[src/rtl/ex_stage_pipe_reg_pkg.sv]
// Shared definitions for the EX->MEM pipeline register.
// State encoding, default widths and the packed entry layout.
package ex_pipe_pkg;

  localparam logic [1:0] ST_EMPTY = 2'd0;
  localparam logic [1:0] ST_ONE   = 2'd1;
  localparam logic [1:0] ST_TWO   = 2'd2;

  localparam int DATA_W_DEF = 32;
  localparam int DEST_W_DEF = 5;

  typedef struct packed {
    logic                  wr_en;
    logic [DEST_W_DEF-1:0] dest;
    logic [DATA_W_DEF-1:0] alu_result;
  } ex_mem_t;

  function automatic int entry_w(input int data_w, input int dest_w);
    return 1 + dest_w + data_w;
  endfunction

endpackage

[src/rtl/ex_stage_pipe_reg_sat_counter.sv]
// Saturating up-counter with synchronous active-high reset.
// Holds at all-ones instead of wrapping.
module sat_counter #(
  parameter int W = 16
) (
  input  logic         clock,
  input  logic         reset,
  input  logic         inc,
  output logic [W-1:0] count
);

  always_ff @(posedge clock) begin
    if (reset) begin
      count <= '0;
    end else if (inc && (count != {W{1'b1}})) begin
      count <= count + W'(1);
    end
  end

endmodule

[src/rtl/ex_stage_pipe_reg.sv]
// EX->MEM pipeline register: 2-entry skid buffer or single register,
// with synchronous flush and a saturating output-stall counter.
module ex_stage_pipe_reg
  import ex_pipe_pkg::*;
#(
  parameter int DATA_W      = DATA_W_DEF,
  parameter int DEST_W      = DEST_W_DEF,
  parameter int SKID_EN     = 1,
  parameter int STALL_CNT_W = 16
) (
  input  logic                   clock,
  input  logic                   reset,
  input  logic                   flush,
  input  logic                   in_valid,
  output logic                   in_ready,
  input  logic [DATA_W-1:0]      in_alu_result,
  input  logic [DEST_W-1:0]      in_dest,
  input  logic                   in_wr_en,
  output logic                   out_valid,
  input  logic                   out_ready,
  output logic [DATA_W-1:0]      out_alu_result,
  output logic [DEST_W-1:0]      out_dest,
  output logic                   out_wr_en,
  output logic [STALL_CNT_W-1:0] stall_count
);

  localparam int ENT_W = entry_w(DATA_W, DEST_W);

  logic [1:0]       state_q;
  logic [1:0]       state_d;
  logic             rdy_q;
  logic [ENT_W-1:0] main_q;
  logic [ENT_W-1:0] skid_q;
  logic [ENT_W-1:0] in_ent;
  logic             accept;
  logic             xfer;
  logic             ld_main_in;
  logic             ld_main_skid;
  logic             ld_skid;

  assign in_ent    = {in_wr_en, in_dest, in_alu_result};
  assign out_valid = (state_q != ST_EMPTY);
  assign in_ready  = (SKID_EN != 0) ? rdy_q
                                    : (!out_valid || out_ready);
  assign accept    = in_valid && in_ready;
  assign xfer      = out_valid && out_ready;

  // in_ready is precomputed from next state so MEM's ready never
  // reaches EX combinationally in skid mode.
  always_ff @(posedge clock) begin
    if (reset) begin
      state_q <= ST_EMPTY;
      rdy_q   <= 1'b1;
    end else begin
      state_q <= state_d;
      rdy_q   <= (state_d != ST_TWO);
    end
  end

  always_comb begin
    state_d = state_q;
    if (flush) begin
      state_d = ST_EMPTY;
    end else begin
      unique case (1'b1)
        (state_q == ST_EMPTY): begin
          if (accept) state_d = ST_ONE;
        end
        (state_q == ST_ONE): begin
          if (xfer && !accept)      state_d = ST_EMPTY;
          else if (accept && !xfer) state_d = ST_TWO;
        end
        (state_q == ST_TWO): begin
          if (xfer) state_d = ST_ONE;
        end
        default: state_d = ST_EMPTY;
      endcase
    end
  end

  always_comb begin
    ld_main_in   = 1'b0;
    ld_main_skid = 1'b0;
    ld_skid      = 1'b0;
    if (!flush) begin
      unique case (1'b1)
        (state_q == ST_EMPTY): ld_main_in = accept;
        (state_q == ST_ONE): begin
          ld_main_in = accept && xfer;
          ld_skid    = accept && !xfer;
        end
        (state_q == ST_TWO): ld_main_skid = xfer;
        default: ;
      endcase
    end
  end

  always_ff @(posedge clock) begin
    if (reset) begin
      main_q <= '0;
      skid_q <= '0;
    end else begin
      if (ld_main_in)        main_q <= in_ent;
      else if (ld_main_skid) main_q <= skid_q;
      if (ld_skid)           skid_q <= in_ent;
    end
  end

  assign {out_wr_en, out_dest, out_alu_result} = main_q;

  sat_counter #(
    .W(STALL_CNT_W)
  ) u_stall (
    .clock (clock),
    .reset (reset),
    .inc   (out_valid && !out_ready),
    .count (stall_count)
  );

endmodule

[config.mk]
export PLATFORM = sky130hd
export DESIGN_NAME = ex_stage_pipe_reg
export DESIGN_NICKNAME = d
export VERILOG_FILES = /design/src/rtl/ex_stage_pipe_reg_pkg.sv /design/src/rtl/ex_stage_pipe_reg_sat_counter.sv /design/src/rtl/ex_stage_pipe_reg.sv
export SDC_FILE = /design/constraint.sdc
export NUM_CORES = 1
export LEC_CHECK = 0
export CAP_MARGIN = 20
export CELL_PAD_IN_SITES_DETAIL_PLACEMENT = 0
export CELL_PAD_IN_SITES_GLOBAL_PLACEMENT = 1
export CORE_UTILIZATION = 33
export CTS_BUF_LIST = sky130_fd_sc_hd__clkbuf_4 sky130_fd_sc_hd__clkbuf_8 sky130_fd_sc_hd__clkbuf_16
export CTS_CLUSTER_SIZE = 28
export DETAILED_ROUTE_END_ITERATION = 10
export PLACE_DENSITY_LB_ADDON = 0.1
export SYNTH_ARGS = -nofsm -noshare
export SYNTH_HDL_FRONTEND = slang
export SYNTH_HIERARCHICAL = 1
export SYNTH_SLANG_ARGS = --single-unit
[constraint.sdc]
create_clock -name clock -period 1.7 [get_ports clock]
set_input_delay 0.255 -clock clock [delete_from_list [all_inputs] [get_ports clock]]
set_output_delay 0.255 -clock clock [all_outputs]
set_load 0.01 [all_outputs]
## Word-level counts from Yosys, hierarchy flattened

Index checks and enable logic that the tools add are counted.

- Bits in registers: 95
- Input bits: 43
- Logic and storage cells: 37

- Eq/ne operators: 4
- Mux-type cells: 14
- Add/sub/neg operators: 1
- Reductions and logical operators: 13

Operators by type and width:

| cell | count |
|---|---|
| 38-bit 2-to-1 mux | 2 |
| 16-bit by 1-bit adder with 16-bit output (second input constant) | 1 |
| 16-bit != test (second input constant) | 1 |
| 2-bit 2-to-1 mux | 5 |
| 1-bit logical AND | 7 |
| 2-bit case mux with 3 select lines | 1 |
| 1-bit 2-to-1 mux | 5 |
| 2-bit nonzero test | 2 |
| 1-bit zero test | 3 |
| 2-bit by 1-bit equality test with 1-bit output (second input constant) | 1 |
| 2-bit equality test (second input constant) | 1 |
| 2-bit zero test | 1 |
| 2-bit != test (second input constant) | 1 |
| 1-bit case mux with 2 select lines | 1 |

## Depth between registers and ports, before layout

Gate-level depths: netlist of the first run.

- Word-level depth: 9
- Depth in mapped cells: 7
- Gate-level depth less buffers: 6

## Hierarchy

The synthesis of the first run kept the hierarchy.

Modules (own cells, without submodules):

| module | instances | seq. area each (um^2) | area an instance (um^2) | cells each |
|---|---|---|---|---|
| ex_stage_pipe_reg | 1 | 1581.5 | 3290.7 | 396 |
| sat_counter | 1 | 320.3 | 848.3 | 99 |

## Least setup slack after synthesis of the first run

Ideal clock, no wire load.

- Path type: reg2reg
- From: register state_q[1]
- To: register u_stall.count[7]
- Clock period less this slack: 1.780 ns
- Stages on the path, launching flop included: 7
- Required time: 1.630 ns
- Arrival time: 1.709 ns
- Setup time: 0.070 ns
- Buffers on the path: 1
- Slack: -0.080 ns
- Cell sequence: dfxtp_1 -> or2_2 -> nor2b_1 -> nand2_1 -> clkbuf_1 -> or4_1 -> a21oi_1

- Cells in the longest elaborated chain, start to end: 3

Ends and longest elaborated chain:

| what | line | RTL |
|---|---|---|
| start, declared | ex_stage_pipe_reg.sv:29 | `logic [1:0] state_q;` |
| start signal, assigned | ex_stage_pipe_reg.sv:55 | `state_q <= state_d;` |
| 2-bit nonzero test | ex_stage_pipe_reg.sv:42 | `assign out_valid = (state_q != ST_EMPTY);` |
| named net out_valid | ex_stage_pipe_reg.sv:19 | `output logic out_valid,` |
| 1-bit logical AND | ex_stage_pipe_reg.sv:116 | `.inc (out_valid && !out_ready),` |
| 1-bit logical AND | ex_stage_pipe_reg_sat_counter.sv:15 | `end else if (inc && (count != {W{1'b1}})) begin` |
| end signal, assigned | ex_stage_pipe_reg_sat_counter.sv:16 | `count <= count + W'(1);` |
| end, declared | ex_stage_pipe_reg_sat_counter.sv:9 | `output logic [W-1:0] count` |

The timed path passes the listed nets, and every way through them passes these cells.
A chain may end at the register's enable or synchronous reset.

## Worst setup path after layout of the first run

- From: input out_ready
- To: register main_q[17]

- Cells in the longest elaborated chain, start to end: 5

Ends and longest elaborated chain:

| what | line | RTL |
|---|---|---|
| start, declared | ex_stage_pipe_reg.sv:20 | `input logic out_ready,` |
| 1-bit logical AND * | ex_stage_pipe_reg.sv:46 | `assign xfer = out_valid && out_ready;` |
| 1-bit logical AND | ex_stage_pipe_reg.sv:89 | `ld_main_in = accept && xfer;` |
| 1-bit case mux with 2 select lines | ex_stage_pipe_reg.sv:86 | `unique case (1'b1)` |
| 1-bit 2-to-1 mux | ex_stage_pipe_reg.sv:85 | `if (!flush) begin` |
| 38-bit 2-to-1 mux or 2-bit nonzero test (tied branches) | - |  |
| end signal, assigned | ex_stage_pipe_reg.sv:103 | `if (ld_main_in) main_q <= in_ent;` |
| end signal, assigned | ex_stage_pipe_reg.sv:104 | `else if (ld_main_skid) main_q <= skid_q;` |
| end, declared | ex_stage_pipe_reg.sv:32 | `logic [ENT_W-1:0] main_q;` |

Mark *: on every way between the ends. The rest lies on a longest branch, timed or not.

==> results of run 1 <==
==> logic make-up (layout without fill, tap and decap cells) <==
logic type	count (synthesis)	after routing
simple gates	251	251
compound gates	101	101
flops	95	95
buf+inv	42	165
xor+xnor	3	3
mux	2	2
fa+ha+maj	1	1
==> worst paths after layout <==
kind         slack (ps)  depth (start not counted)                 to         startpoint
max                  40                          6         main_q[17]          out_ready
min                 340                          2   u_stall/count[1]              reset
max reg2reg          60                          4  u_stall/count[15]  u_stall/count[12]
min reg2reg         460                          2         skid_q[35]         skid_q[35]
==> per-layer routing <==
layer  vias to the layer above  global-route usage [%]
met5                         -                       0
met4                         0                   7.100
met2                        92                   29.62
met1                      1834                   22.34
li1                       1948                       -
met3                        11                   3.666
==> critical path, cell delays in order <==
cell and delay, ps:
clkdlybuf4s50_1 510, nand2b_2 150, or4b_4 520, buf_12 210, nor2_1 160, a311oi_2 70
==> area by class of cell <==
class                           instances  area share, %
Clock buffer                           11          4.237
Clock inverter                          5         0.6713
Inverter                                4         0.2517
Multi-Input combinational cell        358          35.10
Sequential cell                        95          31.97
Tap cell                              168          3.524
Timing Repair Buffer                  145          24.25
==> power by group <==
| group | internal (mW) | switching [mW] | total (mW) |
|---|---|---|---|
| sequential | 2.30 | 0.0433 | 2.34 |
| clock | 1.09 | 0.903 | 1.99 |
| combinational | 0.316 | 0.251 | 0.567 |
| total | 3.70 | 1.20 | 4.90 |
==> placed cells by master, fill, tap and decap left out, types with 2 or more instances in the layout <==
cell type and instances:
nand4_1 3, buf_12 9, nand3b_1 2, a311oi_2 32, nor3_1 6, o21ai_0 5
or4_1 8, inv_1 4, a21oi_1 48, nor2_2 2, nand2_1 159, and4_1 2
nor4_4 2, a311oi_1 6, clkbuf_8 2, or3_1 3, o31ai_1 6, nand3_1 5
nor2_1 42, inv_6 2, dfxtp_2 4, clkdlybuf4s50_1 96, clkinv_4 2, dfxtp_1 91
nor4_1 2, clkbuf_16 9, xnor2_1 3, nor2b_1 2, buf_4 38
==> state kept, by name, indices dropped and copies added (netlist names) <==
signal         flops
state_q            2
main_q            38
in_ready           1
skid_q            38
u_stall/count     16
==> synthesized netlist by cell type <==
| cell type | count | share of area [%] |
|---|---|---|
| o41ai_1 | 1 | 0.21 |
| clkbuf_1 | 23 | 2.1 |
| or3_1 | 3 | 0.45 |
| nor4_1 | 3 | 0.45 |
| ha_1 | 1 | 0.30 |
| mux2i_1 | 1 | 0.24 |
| nand2_2 | 1 | 0.15 |
| dfxtp_1 | 95 | 46 |
| a311oi_2 | 30 | 11 |
| nor3_1 | 6 | 0.73 |
| and3_1 | 1 | 0.15 |
| nand3_1 | 6 | 0.73 |
| a2bb2oi_1 | 1 | 0.21 |
| nor4bb_1 | 1 | 0.24 |
| o311ai_0 | 1 | 0.21 |
| o21a_1 | 1 | 0.18 |
| a311oi_1 | 8 | 1.7 |
| or2_2 | 1 | 0.15 |
| inv_1 | 4 | 0.36 |
| nor2b_1 | 3 | 0.45 |
| nor3b_1 | 1 | 0.18 |
| and2b_1 | 1 | 0.18 |
| nor4_4 | 1 | 0.51 |
| buf_1 | 1 | 0.091 |
| nand2b_2 | 1 | 0.21 |
| and4_1 | 3 | 0.63 |
| o31ai_1 | 6 | 1.1 |
| or4b_1 | 1 | 0.24 |
| or4_1 | 8 | 1.5 |
| nand4_1 | 3 | 0.45 |
| nand2_1 | 159 | 14 |
| buf_2 | 10 | 1.2 |
| and3b_1 | 1 | 0.21 |
| nand3b_1 | 2 | 0.36 |
| nand4_4 | 1 | 0.51 |
| o21ai_0 | 5 | 0.60 |
| a21oi_1 | 48 | 5.8 |
| buf_6 | 4 | 1.1 |
| mux2_2 | 1 | 0.27 |
| xnor2_1 | 3 | 0.63 |
| nor2_1 | 44 | 4.0 |
==> what timing repair did <==
| item | 4_1_cts | 5_1_grt |
|---|---|---|
| gates resized for setup | 2 | 13 |
| setup endpoints to repair | 2 | 23 |
| pin swaps | 0 | 0 |
==> metrics.md, run 1 <==
| Metric | Value |
|---|---|
| Fin util | 49.25% |
| CP Class | in2reg |
| Final Cell Area | 0.005964 mm2 |
| Worst-skew pair later-pin latency | 340 ps |
| Core area | 0.01211 mm2 |
| Clock Tree Buf Depth | 2 |
| Clock transition at path regs | 70 ps |
| Die width | 114.0 um |
| Multiplexer share of the synthesized area | 0.5139% |
| Initial antenna violation count | 0 |
| Synth Area in Simple Gates | 26.87% |
| Via/cell ratio | 4.943 |
| Starting density of the core | 34.17% |
| CP required | 1920 ps |
| Postcts setup bufs | 0 |
| Routed length on met2 | 5.261 mm |
| Number of global-route vias before repair | 3706 |
| Finished Layout Cells | 786 |
| DRT antenna net count | 0 |
| Largest net degree at the start of global routing | 39 |
| Crit path time final | 1661 ps |
| GP Congestion | 0.8035 |
| Post-synthesis adder-cell area fraction | 0.3023% |
| Setup ws final | 39.06 ps |
| First-pass GRT wire length | 17.97 mm |
| # diodes | 0 |
| Slew @ Worst Pin | 451.9 ps |
| Post-Place Worst Slack | -323.9 ps |
| DR pass1 iterations | 4 |
| Clock sink count | 95 |
| I/O Buffers | 98 |
| Number of synthesized register bits | 95 |
| Yosys cell types | 41 |
| FF/Latch Area | 0.001907 mm2 |
| Final Setup Violations | 0 |
| DRT iter0 DRCs | 180 |
| DR WL/cell | 14.17 um |
| Std-Cell Rows | 40 |
| Fraction of synthesized cell area in xor and xnor cells | 0.6348% |
| Die area | 0.01299 mm2 |
| Final net count | 657 |
| Status | complete, no violations |
| Root Buffer | clkbuf_16 |
| HP Class | in2reg |
| Worst Hold Slack | 341.5 ps |
| Clk_skew | 5.870 ps |
| Dpl cell area | 0.005622 mm2 |
| Via count | 3885 |
| Share of the yosys chip area belonging to registers | 45.95% |
| Setup TNS | 0 ps |
| Max-Slew Margin vs Limit | 69.54% |
| Highest routed layer | met4 |
| Dpl cells | 770 |
| Number of buffers created by CTS | 9 |
| Synthesized area | 0.004139 mm2 |
| Period utilisation layout | 97.70% |
| Hold_buf cts | 0 |
| GRT Overall Usage | 17.74% |
| Post-Route M1 WL | 5.187 mm |
| Ports | 99 |
| Post-synthesis compound-gate area fraction | 20.89% |
| Peak supply drop | 0.4440 mV |
| Unrepaired setup endpoints after global routing | yes |
| WL final | 11.14 mm |
| Total power draw | 4.897 mW |
| Max Slew Vio Count | 0 |
| CP max FO | 33 |
| GRT overflow | 0 |
| Cells after synthesis | 495 |
| Pleak | 2.041 nW |
| CP Launch Type | primary input |
| Endpoint type of the worst setup path | register |
| Hold Vio Cnt, Final | 0 |
| Multi-input gate area | 0.002093 mm2 |
| Die Ht | 114.0 um |
| Power density of the placed cells | 821.0 mW/mm2 |
| Max-cap violations | 0 |
| Yosys warns | 6 |
| H-tree depth | 3 |
| Syn Area/Cell | 8.362 um2 |
| Critical Path AT | 1880 ps |
| Hpwl dp | 7.329 mm |
| Fraction of layout cells with a size suffix above 1 | 18.77% |
| Largest family of logic cells by synthesized area | simple AND/OR/NAND/NOR gates |
| CTS tree | done |
| FMAX | 602.1 MHz |
| Fillcell total | 1213 |
| Synthesized net count | 539 |
| Length of routed met3 wiring | 513 um |
| Area grow syn2layout | 44.11% |
| DRC | 0 |
No activity file was read; power rests on OpenSTA's default activity.
==> run 2: changes to the inputs <==
--- a/config.mk
+++ b/config.mk
@@ -13,6 +13,7 @@
 export CTS_CLUSTER_SIZE = 28
 export DETAILED_ROUTE_END_ITERATION = 10
 export PLACE_DENSITY_LB_ADDON = 0.1
+export SLEW_MARGIN = 20
 export SYNTH_ARGS = -nofsm -noshare
 export SYNTH_HDL_FRONTEND = slang
 export SYNTH_HIERARCHICAL = 1
==> results of run 2 <==
The final DEF is identical to that of run 1; final timing and power are the same.
==> run 3: changes to the inputs <==
--- a/config.mk
+++ b/config.mk
@@ -8,12 +8,13 @@
 export CAP_MARGIN = 20
 export CELL_PAD_IN_SITES_DETAIL_PLACEMENT = 0
 export CELL_PAD_IN_SITES_GLOBAL_PLACEMENT = 1
-export CORE_UTILIZATION = 33
+export CORE_UTILIZATION = 36
 export CTS_BUF_LIST = sky130_fd_sc_hd__clkbuf_4 sky130_fd_sc_hd__clkbuf_8 sky130_fd_sc_hd__clkbuf_16
 export CTS_CLUSTER_SIZE = 28
 export DETAILED_ROUTE_END_ITERATION = 10
 export PLACE_DENSITY_LB_ADDON = 0.1
-export SLEW_MARGIN = 20
+export SKIP_LAST_GASP = 1
+export SLEW_MARGIN = 10
 export SYNTH_ARGS = -nofsm -noshare
 export SYNTH_HDL_FRONTEND = slang
 export SYNTH_HIERARCHICAL = 1
==> constraint.sdc (replaced) <==
create_clock -name clock -period 1.68 [get_ports clock]
set_input_delay 0.252 -clock clock [delete_from_list [all_inputs] [get_ports clock]]
set_output_delay 0.252 -clock clock [all_outputs]
set_load 0.01 [all_outputs]
==> run 3 against run 2 <==
Compared with the run above: sequential share of layout area fell by 0.11 points; final area up 0.94%; core utilization up 5.3 points; first-iteration DRC count shrank 5.0%; largest cell class unchanged; largest power group is now clock.
==> metrics.md, run 3 (synthesized netlist as in run 1, its figures left out) <==
| Metric | Value |
|---|---|
| Via/cell ratio | 5.058 |
| DR pass1 iterations | 4 |
| CP required | 1940 ps |
| Clock sink count | 95 |
| HP Class | in2reg |
| Slew @ Worst Pin | 478.2 ps |
| Critical Path AT | 1940 ps |
| Largest net degree at the start of global routing | 39 |
| Die width | 109.2 um |
| Max-Slew Margin vs Limit | 68.12% |
| GP Congestion | 0.7532 |
| DRT iter0 DRCs | 171 |
| Hold Vio Cnt, Final | 0 |
| CP Class | reg2reg |
| Finished Layout Cells | 761 |
| Max Slew Vio Count | 0 |
| Final Setup Violations | 0 |
| Number of buffers created by CTS | 9 |
| Period utilisation layout | 99.43% |
| Pleak | 2.083 nW |
| I/O Buffers | 98 |
| Hold_buf cts | 0 |
| Worst Hold Slack | 354.2 ps |
| Clock Tree Buf Depth | 2 |
| Most common cell after layout, fill and taps aside | nand2_1 |
| WL final | 10.75 mm |
| Final net count | 660 |
| Via count | 3849 |
| Clock transition at path regs | 60 ps |
| Hpwl dp | 6.891 mm |
| Unrepaired setup endpoints after global routing | yes |
| Biggest regs | main_q x38, skid_q x38, u_stall/count x16 |
| DR WL/cell | 14.13 um |
| Ports | 99 |
| CP Launch Type | register |
| Starting density of the core | 37.52% |
| First-pass GRT wire length | 17.13 mm |
| Initial antenna violation count | 0 |
| CP max FO | 7 |
| Die area | 0.01193 mm2 |
| Power density of the placed cells | 883.5 mW/mm2 |
| DRT antenna net count | 0 |
| FMAX | 598.7 MHz |
| GRT overflow | 0 |
| Fraction of layout cells with a size suffix above 1 | 21.74% |
| GRT Overall Usage | 18.68% |
| Status | complete, no violations |
| CTS tree | done |
| DRC | 0 |
| Number of global-route vias before repair | 3507 |
| Commonest cells after routing, fill and taps aside | nand2_1 (158), clkdlybuf4s50_1 (96), dfxtp_1 (82) |
| Max-cap violations | 0 |
| Dpl cells | 743 |
| H-tree depth | 3 |
| Area grow syn2layout | 45.47% |
| Std-Cell Rows | 38 |
| Clk_skew | 6.068 ps |
| Core area | 0.01103 mm2 |
| Die Ht | 109.2 um |
| # diodes | 0 |
| Endpoint type of the worst setup path | register |
| Crit path time final | 1670 ps |
| Root Buffer | clkbuf_16 |
| Peak supply drop | 0.6730 mV |
| Worst-skew pair later-pin latency | 340 ps |
-- run 3: path summary, 6_finish.rpt --
check	cells past startpoint	slack [ps]	end	from
setup / recovery	7	10	u_stall/count[15]	u_stall/count[0]
hold / removal	2	350	u_stall/count[10]	reset
setup reg to reg	7	10	u_stall/count[15]	u_stall/count[0]
hold reg to reg	2	450	skid_q[30]	skid_q[30]
-- run 3: critical path: stages, from the launching register on --
cell     delay, ps
dfxtp_2        330
ha_2           190
nand3_2         80
nor4_4          50
buf_4          160
buf_4          150
or4_1          500
a21oi_1        140
-- run 3: per-layer routing --
metal	global-route usage (%)	vias up	wire (um)
met5	0	-	0
met4	5.333	0	97
met3	5.439	5	506
met2	31.31	86	5234
met1	23.18	1800	4915
li1	-	1958	-
-- run 3: where the power goes --
group	internal (mW)	total (mW)	switching (mW)	leakage, nW
combinational	0.317	0.569	0.252	1.13
sequential	2.33	2.37	0.0411	0.779
clock	1.55	2.38	0.837	0.174
-- run 3: final cells by class --
type | instances | area (um2)
Tap cell | 140 | 175.2
Inverter | 4 | 15.01
Clock inverter | 3 | 90.09
Multi-Input combinational cell | 358 | 2121
Sequential cell | 95 | 1918
Clock buffer | 13 | 261.5
Fill cell | 1031 | 5010
Timing Repair Buffer | 148 | 1440
-- run 3: stage by stage --
| step | cell area [um2] | utilization, % | power, mW | TNS [ps] | setup slack [ps] |
|---|---|---|---|---|---|
| floorplan | 4146 | - | 2.667 | 0 | 10.11 |
| global placement | 5574 | 50.53 | 2.984 | -21610 | -336.7 |
| detailed placement | 5574 | 50.53 | 2.987 | -22760 | -364.4 |
| CTS | 5949 | 53.94 | 5.392 | -20.94 | -20.94 |
| global route | 6021 | 54.58 | 5.537 | -80.67 | -32.31 |
| finish | 6021 | 54.58 | 5.319 | 0 | 9.633 |
-- run 3: what timing repair did --
action | in CTS | in global routing
pin swaps | 2 | 2
resized for setup | 6 | 23
endpoints found under the setup margin | 4 | 18
buffers inserted | 1 | 2
